`config.mk`:
```
export PLATFORM = sky130hd
export DESIGN_NAME = clause_mask_streamer
export DESIGN_NICKNAME = d
export VERILOG_FILES = /design/src/rtl/sat_pkg.sv /design/src/rtl/clause_lit_eval.sv /design/src/rtl/clause_mask_streamer.sv
export SDC_FILE = /design/constraint.sdc
export NUM_CORES = 1
export LEC_CHECK = 0
export ABC_AREA = 0
export CORE_MARGIN = 3
export CORE_UTILIZATION = 55
export DETAILED_ROUTE_END_ITERATION = 10
export PLACE_DENSITY_LB_ADDON = 0.05
export SLEW_MARGIN = 0
export SYNTH_ARGS = -nofsm -noshare
export SYNTH_HDL_FRONTEND = slang
export SYNTH_SLANG_ARGS = --single-unit
```
`constraint.sdc`:
```
create_clock -name clk -period 4.3 [get_ports clk]
set_clock_uncertainty 0.05 [all_clocks]
set_input_delay 0.86 -clock clk [delete_from_list [all_inputs] [get_ports clk]]
set_output_delay 0.86 -clock clk [all_outputs]
set_load 0.02 [all_outputs]
```
`src/rtl/sat_pkg.sv`:
```
// sat_pkg: types and constants shared by the SAT node and its feeders.
//   MSG_*    : 2-bit message type codes on the node message bus
//   VAR_W    : variable id width
//   lit_t    : one literal {neg, vid}; the literal is true when the variable
//              equals !neg
//   clause_t : three literals, packed as {lit2, lit1, lit0}
package sat_pkg;

  localparam int VAR_W = 8;

  localparam logic [1:0] MSG_NONE              = 2'b00;
  localparam logic [1:0] MSG_FORK              = 2'b01;
  localparam logic [1:0] MSG_SUBSTITUTION_MASK = 2'b10;

  typedef struct packed {
    logic             neg;
    logic [VAR_W-1:0] vid;
  } lit_t;

  typedef lit_t [2:0] clause_t;

endpackage

```
`src/rtl/clause_lit_eval.sv`:
```
// clause_lit_eval: combinational evaluation of one clause against a single
// variable assignment.
//   clause_i  : clause under test
//   var_i     : assigned variable id
//   val_i     : assigned value
//   touched_o : at least one literal refers to var_i
//   mask_o    : bit i set when literal i is made false by the assignment
//   sat_o     : some literal is made true by the assignment
module clause_lit_eval
  import sat_pkg::*;
(
  input  clause_t          clause_i,
  input  logic [VAR_W-1:0] var_i,
  input  logic             val_i,
  output logic             touched_o,
  output logic [2:0]       mask_o,
  output logic             sat_o
);

  logic [2:0] match;

  always_comb begin
    match  = '0;
    mask_o = '0;
    sat_o  = 1'b0;
    for (int i = 0; i < 3; i++) begin
      match[i]  = (clause_i[i].vid == var_i);
      // A positive literal (neg=0) is false when the value is 0, a negated one
      // when the value is 1, so "false" reduces to neg == val.
      mask_o[i] = match[i] && (clause_i[i].neg == val_i);
      sat_o     = sat_o | (match[i] && (clause_i[i].neg != val_i));
    end
    touched_o = |match;
  end

endmodule

```
`src/rtl/clause_mask_streamer.sv`:
```
// clause_mask_streamer: on each accepted variable assignment, walks the local
// clause table one entry per cycle and streams one MSG_SUBSTITUTION_MASK
// message per affected clause towards the SAT node, stalling on out_ready.
//
// Build option: define CLAUSE_EMIT_ALL_EN to emit a message for every valid
// clause (untouched ones carry mask 000, sat 0); otherwise only clauses that
// reference the assigned variable are reported.
//
// Ports
//   clk, rst_n             : clock, asynchronous active-low reset
//   cfg_we/addr/clause     : clause table write (accepted only while idle)
//   cfg_err                : one-cycle pulse after a dropped write
//   asg_valid/ready/var/val: assignment handshake
//   out_valid/ready        : message handshake
//   out_msg_type/var/mask/sat/clause_idx : message payload
//   scan_done              : one-cycle pulse when a scan finishes
//   busy                   : scan in progress
//
// VAR_W must equal sat_pkg::VAR_W, since clause storage uses sat_pkg types.
//
// state    | meaning
// ---------+-------------------------------------------------------------
// ST_IDLE  | waiting for an assignment; config writes accepted
// ST_SCAN  | evaluating clause idx_q, loading the output register
// ST_DRAIN | last clause evaluated, waiting for its message to transfer
// ST_DONE  | scan_done pulse, returns to ST_IDLE
module clause_mask_streamer
  import sat_pkg::*;
#(
  parameter int NUM_CLAUSES = 16,
  parameter int CLAUSE_AW   = 4,
  parameter int VAR_W       = sat_pkg::VAR_W
) (
  input  logic                   clk,
  input  logic                   rst_n,
  input  logic                   cfg_we,
  input  logic [CLAUSE_AW-1:0]   cfg_addr,
  input  logic [3*(VAR_W+1)-1:0] cfg_clause,
  output logic                   cfg_err,
  input  logic                   asg_valid,
  output logic                   asg_ready,
  input  logic [VAR_W-1:0]       asg_var,
  input  logic                   asg_val,
  output logic                   out_valid,
  input  logic                   out_ready,
  output logic [1:0]             out_msg_type,
  output logic [VAR_W-1:0]       out_var,
  output logic [2:0]             out_mask,
  output logic                   out_sat,
  output logic [CLAUSE_AW-1:0]   out_clause_idx,
  output logic                   scan_done,
  output logic                   busy
);

  typedef enum logic [1:0] {
    ST_IDLE  = 2'd0,
    ST_SCAN  = 2'd1,
    ST_DRAIN = 2'd2,
    ST_DONE  = 2'd3
  } state_t;

  state_t               state_q, state_d;
  logic [CLAUSE_AW-1:0] idx_q, idx_d;
  logic [VAR_W-1:0]     var_q, var_d;
  logic                 val_q, val_d;
  logic                 ov_q, ov_d;
  logic [2:0]           mask_q, mask_d;
  logic                 sat_q, sat_d;
  logic [CLAUSE_AW-1:0] oidx_q, oidx_d;
  logic                 cfg_err_q, cfg_err_d;

  logic [NUM_CLAUSES-1:0] clause_vld_q;
  clause_t                table_q [NUM_CLAUSES];

  logic       cfg_ok;
  logic       touched;
  logic [2:0] eval_mask;
  logic       eval_sat;
  logic       emit;
  logic       slot_free;
  logic       last_idx;

  // A write collides with an accepted assignment when both arrive in IDLE
  // together; the assignment wins and the write is reported as dropped.
  assign cfg_ok    = cfg_we && (state_q == ST_IDLE) && !asg_valid;
  assign cfg_err_d = cfg_we && !cfg_ok;

  clause_lit_eval u_eval (
    .clause_i  (table_q[idx_q]),
    .var_i     (var_q),
    .val_i     (val_q),
    .touched_o (touched),
    .mask_o    (eval_mask),
    .sat_o     (eval_sat)
  );

`ifdef CLAUSE_EMIT_ALL_EN
  assign emit = clause_vld_q[idx_q];
`else
  assign emit = clause_vld_q[idx_q] && touched;
`endif

  // The output register can take a new message when it is empty or its
  // current message leaves this cycle.
  assign slot_free = !ov_q || out_ready;
  assign last_idx  = (idx_q == CLAUSE_AW'(NUM_CLAUSES - 1));

  always_comb begin
    state_d = state_q;
    idx_d   = idx_q;
    var_d   = var_q;
    val_d   = val_q;
    ov_d    = ov_q;
    mask_d  = mask_q;
    sat_d   = sat_q;
    oidx_d  = oidx_q;
    unique case (state_q)
      ST_IDLE: begin
        if (asg_valid) begin
          var_d   = asg_var;
          val_d   = asg_val;
          idx_d   = '0;
          state_d = ST_SCAN;
        end
      end
      ST_SCAN: begin
        if (slot_free) begin
          ov_d = emit;
          if (emit) begin
            mask_d = eval_mask;
            sat_d  = eval_sat;
            oidx_d = idx_q;
          end
          if (last_idx) begin
            state_d = emit ? ST_DRAIN : ST_DONE;
          end else begin
            idx_d = idx_q + 1'b1;
          end
        end
      end
      ST_DRAIN: begin
        if (out_ready) begin
          ov_d    = 1'b0;
          state_d = ST_DONE;
        end
      end
      ST_DONE: begin
        state_d = ST_IDLE;
      end
      default: state_d = ST_IDLE;
    endcase
  end

  always_ff @(posedge clk or negedge rst_n) begin
    if (!rst_n) begin
      state_q      <= ST_IDLE;
      idx_q        <= '0;
      var_q        <= '0;
      val_q        <= 1'b0;
      ov_q         <= 1'b0;
      mask_q       <= '0;
      sat_q        <= 1'b0;
      oidx_q       <= '0;
      cfg_err_q    <= 1'b0;
      clause_vld_q <= '0;
    end else begin
      state_q   <= state_d;
      idx_q     <= idx_d;
      var_q     <= var_d;
      val_q     <= val_d;
      ov_q      <= ov_d;
      mask_q    <= mask_d;
      sat_q     <= sat_d;
      oidx_q    <= oidx_d;
      cfg_err_q <= cfg_err_d;
      if (cfg_ok) begin
        clause_vld_q[cfg_addr] <= 1'b1;
      end
    end
  end

  // Literal storage is qualified by the valid bits, so it needs no reset.
  always_ff @(posedge clk) begin
    if (cfg_ok) begin
      table_q[cfg_addr] <= clause_t'(cfg_clause);
    end
  end

  assign cfg_err        = cfg_err_q;
  assign asg_ready      = (state_q == ST_IDLE);
  assign busy           = (state_q != ST_IDLE);
  assign scan_done      = (state_q == ST_DONE);
  assign out_valid      = ov_q;
  assign out_msg_type   = ov_q ? MSG_SUBSTITUTION_MASK : MSG_NONE;
  assign out_var        = var_q;
  assign out_mask       = mask_q;
  assign out_sat        = sat_q;
  assign out_clause_idx = oidx_q;

endmodule

```
# Word level (Yosys, flattened, before mapping)
# Memory sizes are Yosys's and may differ from the RTL's.
# Cells that the tools add are included.
# W data, S select, Z words.
# word_totals
reg_bits,41
mem_bits_rw,432
mem_bits_ro,0
output_inout_bits,23
latch_bits,0
inputBits,45
memories,1
elab_cells,81
# classes
mux,20
n_bitwise,3
reduce_logical,25
n_addsub,1
div_mod_pow,0
order_cmp,3
multipliers,0
shifts,0
n_eq_ne,18
# memory_table
name,depth,width,read_ports,rd_ports_with_merged_regs,wr,line_no,rtl
table_q,16,27,1,0,1,clause_mask_streamer.sv:73,clause_t table_q [NUM_CLAUSES];
# ops
cell,n
$eq A8 B8 Y1,3
$or A16 B16 Y16,1
$mux W4,3
$logic_and A1 B1 Y1,11
$lt A4 B5 Y1 const B,2
$mux W2,5
$ne A2 B2 Y1 const B,5
$pmux W2 S4,1
$pmux W4 S2,1
$reduce_and A4 Y1,2
$mux W1,7
$reduce_and A3 Y1,2
$reduce_bool A2 Y1,3
$add A4 B1 Y4 const B,1
$bmux W1 S4,1
$demux W1 S4,1
$eq A2 B2 Y1 const B,2
$eq A4 B4 Y1 const B,1
$ge A4 B1 Y1 const B,1
$eq A1 B1 Y1,3
$logic_not A1 Y1,3
$ne A1 B1 Y1,3
$reduce_or A3 Y1,1
$eq A2 B1 Y1 const B,1
other kinds (5),6

# Longest topological paths before layout
# An unclocked memory read counts as a cell.
# logic_depth
word_depth,8
depth_mapped,13
mapped_depth_nobuf,9

# By module
# Synthesis repeated with hierarchy kept, for this count alone.
# unflattened
hier_cells,813
hier_area_um2,18417.7
# modules_own_cells
mod,cells_per_inst,n_inst,area_each_um2,seq_area_each_um2
clause_mask_streamer,768,1,18071.1,13998.4
clause_lit_eval,45,1,346.6,0.0

# Worst setup path after synthesis
# OpenSTA, ideal clock, no wires.
# synth_timing
path_kind,register to register
startpoint,register state_q[0]
endpoint,"memory table_q[0][0] (netlist name), enable pin"
t_arrival_ps,3711
period_less_slack_ps,4207
t_required_ps,3804
path_buffers,0
setup_ps,446
stages_incl_launch_ff,8
slack_ps,93
path_cell_list,dfrtp_1 -> inv_1 -> ha_1 -> inv_1 -> nor2_1 -> nand2_1 -> or3_1 -> nor3_1
# synth_between
elab_chain_cells,5
# synth_rtl
item,line_no,rtl
"start, declared",clause_mask_streamer.sv:62,"state_t state_q, state_d;"
"start signal, assigned",clause_mask_streamer.sv:167,state_q <= state_d;
$logic_not A2 Y1,--,
via asg_ready,clause_mask_streamer.sv:41,"output logic asg_ready,"
$logic_and A1 B1 Y1 (2 in series),clause_mask_streamer.sv:85,assign cfg_ok = cfg_we && (state_q == ST_IDLE) && !asg_valid;
$mux W1,clause_mask_streamer.sv:184,if (cfg_ok) begin
$mux W1 (not written as such),clause_mask_streamer.sv:185,table_q[cfg_addr] <= clause_t'(cfg_clause);
"end, declared",clause_mask_streamer.sv:73,
# The timed path passes the listed nets, and every way through them passes these cells.

# Worst setup path after layout
# layout_timing
startpoint,register idx_q[1]
endpoint,"register oidx_q[3], in the netlist out_clause_idx[3]"
# layout_between
elab_chain_cells,5
elab_cells_between_ends,9
cone_classes,eq/ne (3); mux (2); reduce/logical (3); memory (1)
# layout_rtl
item,line_no,rtl
"start, declared",clause_mask_streamer.sv:63,"logic [CLAUSE_AW-1:0] idx_q, idx_d;"
"start signal, assigned",clause_mask_streamer.sv:168,idx_q <= idx_d;
$mem_v2 Z16 W27,--,
$eq A8 B8 Y1,clause_lit_eval.sv:27,match[i] = (clause_i[i].vid == var_i);
$reduce_or A3 Y1,clause_lit_eval.sv:33,touched_o = |match;
$logic_and A1 B1 Y1 *,clause_mask_streamer.sv:100,assign emit = clause_vld_q[idx_q] && touched;
$reduce_and A3 Y1 (no line) *,--,
"end signal, assigned",clause_mask_streamer.sv:174,oidx_q <= oidx_d;
"end, declared",clause_mask_streamer.sv:69,"logic [CLAUSE_AW-1:0] oidx_q, oidx_d;"
# Mark *: on every way between the ends. The rest lies on a longest branch, timed or not. The select of a mux whose other input is x is not followed.
# A chain may end at the register's enable or synchronous reset.

==> results_dict.tcl <==
set metrics [dict create \
    status "complete, no violations" \
    synth_area_um2 19190 \
    dieArea_um2 37180 \
    maxSlewHeadroom_pct 31.50 \
    syn-num-nets 1033 \
    num_vias 9875 \
    fmax_mhz 262.5 \
    hold_path.class "flip-flop to flip-flop" \
    h-tree-depth 2 \
    critPathKind "flip-flop to flip-flop" \
    grt_antenna_before_repair 1 \
    power_uw 12440 \
    hold_viol 0 \
    yosysUniqueCellTypes 65 \
    p_per_area_nw_per_um2 567.5 \
    start_util_pct 56.54 \
    synth_top_area_cell "edfxtp_1" \
    vdd_ir_drop_max_mv 0.3360 \
    layout-drive-gt1-share_pct 21.28 \
    rows 67 \
    grt_pass1_wl_um 66310 \
    synth-edff-count 432 \
    io_pins 68 \
    die_h_um 192.8 \
    place.gp.congestion 0.7850 \
    synth_common_cells "edfxtp_1 (432), mux4_2 (80), mux2i_1 (59), dfrtp_1 (41), nor2_1 (40)" \
    place_ws_ps 518.2 \
    min_period_over_period_pct 88.59 \
    clk_latency_ps 560 \
    synthArstFlopShare_pct 8.668 \
    cts_root_buffer "clkbuf_16" \
    grt_max_degree 42 \
    min_period_ps 3809 \
    setup_slack_ps 490.8 \
    drt-initial-drc-count 964 \
    synth-seq-area-share_pct 72.93 \
    tritoncts "yes" \
    wl_per_cell_um 28.57 \
    cp_max_fo 28 \
    synth.top_cell.area_share_pct 67.58 \
    diodes 0 \
    drv_cap 0 \
    cts_buffers 48 \
    power_leakage_uw 0.007097 \
    worstMarginPinSlew_ps 1027 \
    ys_ff_latch 473 \
    cts.clk_slew.worst_paths_ps 60 \
    rsz0062_at_grt "no" \
    cts_resized 0 \
    drc 0 \
    slew_violations 0 \
    synth_ff_type "edfxtp_1" \
    synthCells 983 \
    cp-start-kind "flip-flop" \
    grt_pass1_vias 9749 \
    postCtsHoldBufs 0 \
    clock_path_buffers 3 \
    layout.nets 1141 \
    gr-usage-all-layers_pct 25.07 \
    postCtsSetupBuffers 0 \
    netlist_top_cells_area "edfxtp_1 (68%), mux4_2 (9.4%), dfrtp_1 (5.3%)" \
    overflow 0 \
    synth_most_common_cell "edfxtp_1" \
    syn_avg_cell_area_um2 19.53 \
    wl_um 44880 \
    drt_pre_antenna_iters 5 \
    critical_path_required_ps 4670 \
    ys_warn_count 0 \
    numClockSinks 473 \
    drtAntennaViolNets 0 \
    viasPerCell 6.286 \
    tns_ps 0 \
    post-dp-hpwl_um 24970 \
    setup_violations 0 \
    io_buffers 66 \
    die_x_um 192.8 \
    area_growth_pct 14.24 \
    core_area_um2 33950 \
    endpoint_kind "flip-flop" \
    worstPathArrival_ps 4180 \
]
[flip-flops by register name, summed over array words and instances, names as in the netlist, 2 cells and up]
signal,flops
clause_vld_q,16
idx_q,4
out_clause_idx,4
out_mask,3
out_var,8
state_q,2
table_q,432
[metal layers]
layer  routed length, um  GRT usage [%]  up-vias
met5                  13              0        -
met4                1194          6.949        2
met3                3215          3.633       93
li1                    -              -     4228
met2               20570          38.20      408
met1               19890          38.54     5144
[stage by stage]
step | hold slack, ps | util, % | cells | cell area [um2]
detailed placement | 399.7 | 60.43 | 1489 | 20520
finish | 413.4 | 64.58 | 1571 | 21930
global placement | 396.6 | 60.43 | 1489 | 20520
floorplan | 383.7 | - | 983 | 19190
global route | 437.3 | 64.58 | 1571 | 21930
CTS | 418.8 | 64.58 | 1571 | 21930
[layout by cell type, fill, tap and decap left out, drive strengths merged, types with 3 or more instances in the layout]
cell / instances
o21ai: 24
clkinv: 13
a21oi: 10
nor2: 40
or4b: 3
nand3: 15
clkdlybuf4s50: 65
xnor2: 20
mux2: 16
a221o: 5
a221oi: 9
mux2i: 59
or3: 5
nor2b: 8
xor2: 4
inv: 9
dfrtp: 41
a31oi: 3
nand2: 20
nor4b: 5
edfxtp: 432
nor4: 6
nor3: 8
and3: 5
buf: 48
mux4: 93
clkbuf: 70
nand4: 6
nand2b: 10
o211ai: 3
a22oi: 10
ha: 5
or2: 16
and2: 3
a22o: 9
[critical path, stage by stage, from the launching register on]
cell and delay [ps]:
dfrtp_4 740, buf_12 280, buf_12 240, buf_4 200, mux4_2 310, and3_1 190, nor4_1 270, nand3_1 170
o2111ai_1 240, nor3_1 160, a221oi_4 430, mux2_1 380
[report_power, final]
part | total (uW) | leakage (uW) | switching (uW) | internal, uW
logic | 3130 | 0.00200 | 1590 | 1540
clock network | 3770 | 0.000687 | 1610 | 2160
registers | 5530 | 0.00441 | 354 | 5180
total | 12400 | 0.00710 | 3560 | 8890
[worst paths after layout]
path / start / to / cells after the start / slack, ps
max reg2reg: idx_q[1] / out_clause_idx[3] / 11 / 490
max in group asynchronous: rst_n / idx_q[1] / 1 / 3010
min reg2reg: clause_vld_q[1] / clause_vld_q[1] / 1 / 410
min in group asynchronous: rst_n / state_q[0] / 1 / 430
min: clause_vld_q[1] / clause_vld_q[1] / 1 / 410
max: idx_q[1] / out_clause_idx[3] / 11 / 490
[area by class of cell]
class                           count  area [um2]
Sequential cell                   473       14010
Fill cell                        2320       12020
Multi-Input combinational cell    445        4842
Clock buffer                       70        1355
Timing Repair Buffer              113        1071
Tap cell                          448       560.5
Clock inverter                     12       53.80
Inverter                           10       37.54
[kinds of logic (layout without fill, tap and decap cells)]
logic type | after synthesis | in the layout | share of synthesized area [%]
AO/OA/AOI/OAI | 91 | 91 | 3.598
XOR/XNOR | 24 | 24 | 1.095
adder cells (fa/ha/maj) | 5 | 5 | 0.3259
buffers and inverters | 65 | 205 | 2.418
flip-flops | 473 | 473 | 72.93
multiplexers | 168 | 168 | 15.18
other | 1 | 1 | 0.01954
AND/OR/NAND/NOR | 156 | 156 | 4.433
No activity file was read; power rests on OpenSTA's default activity.
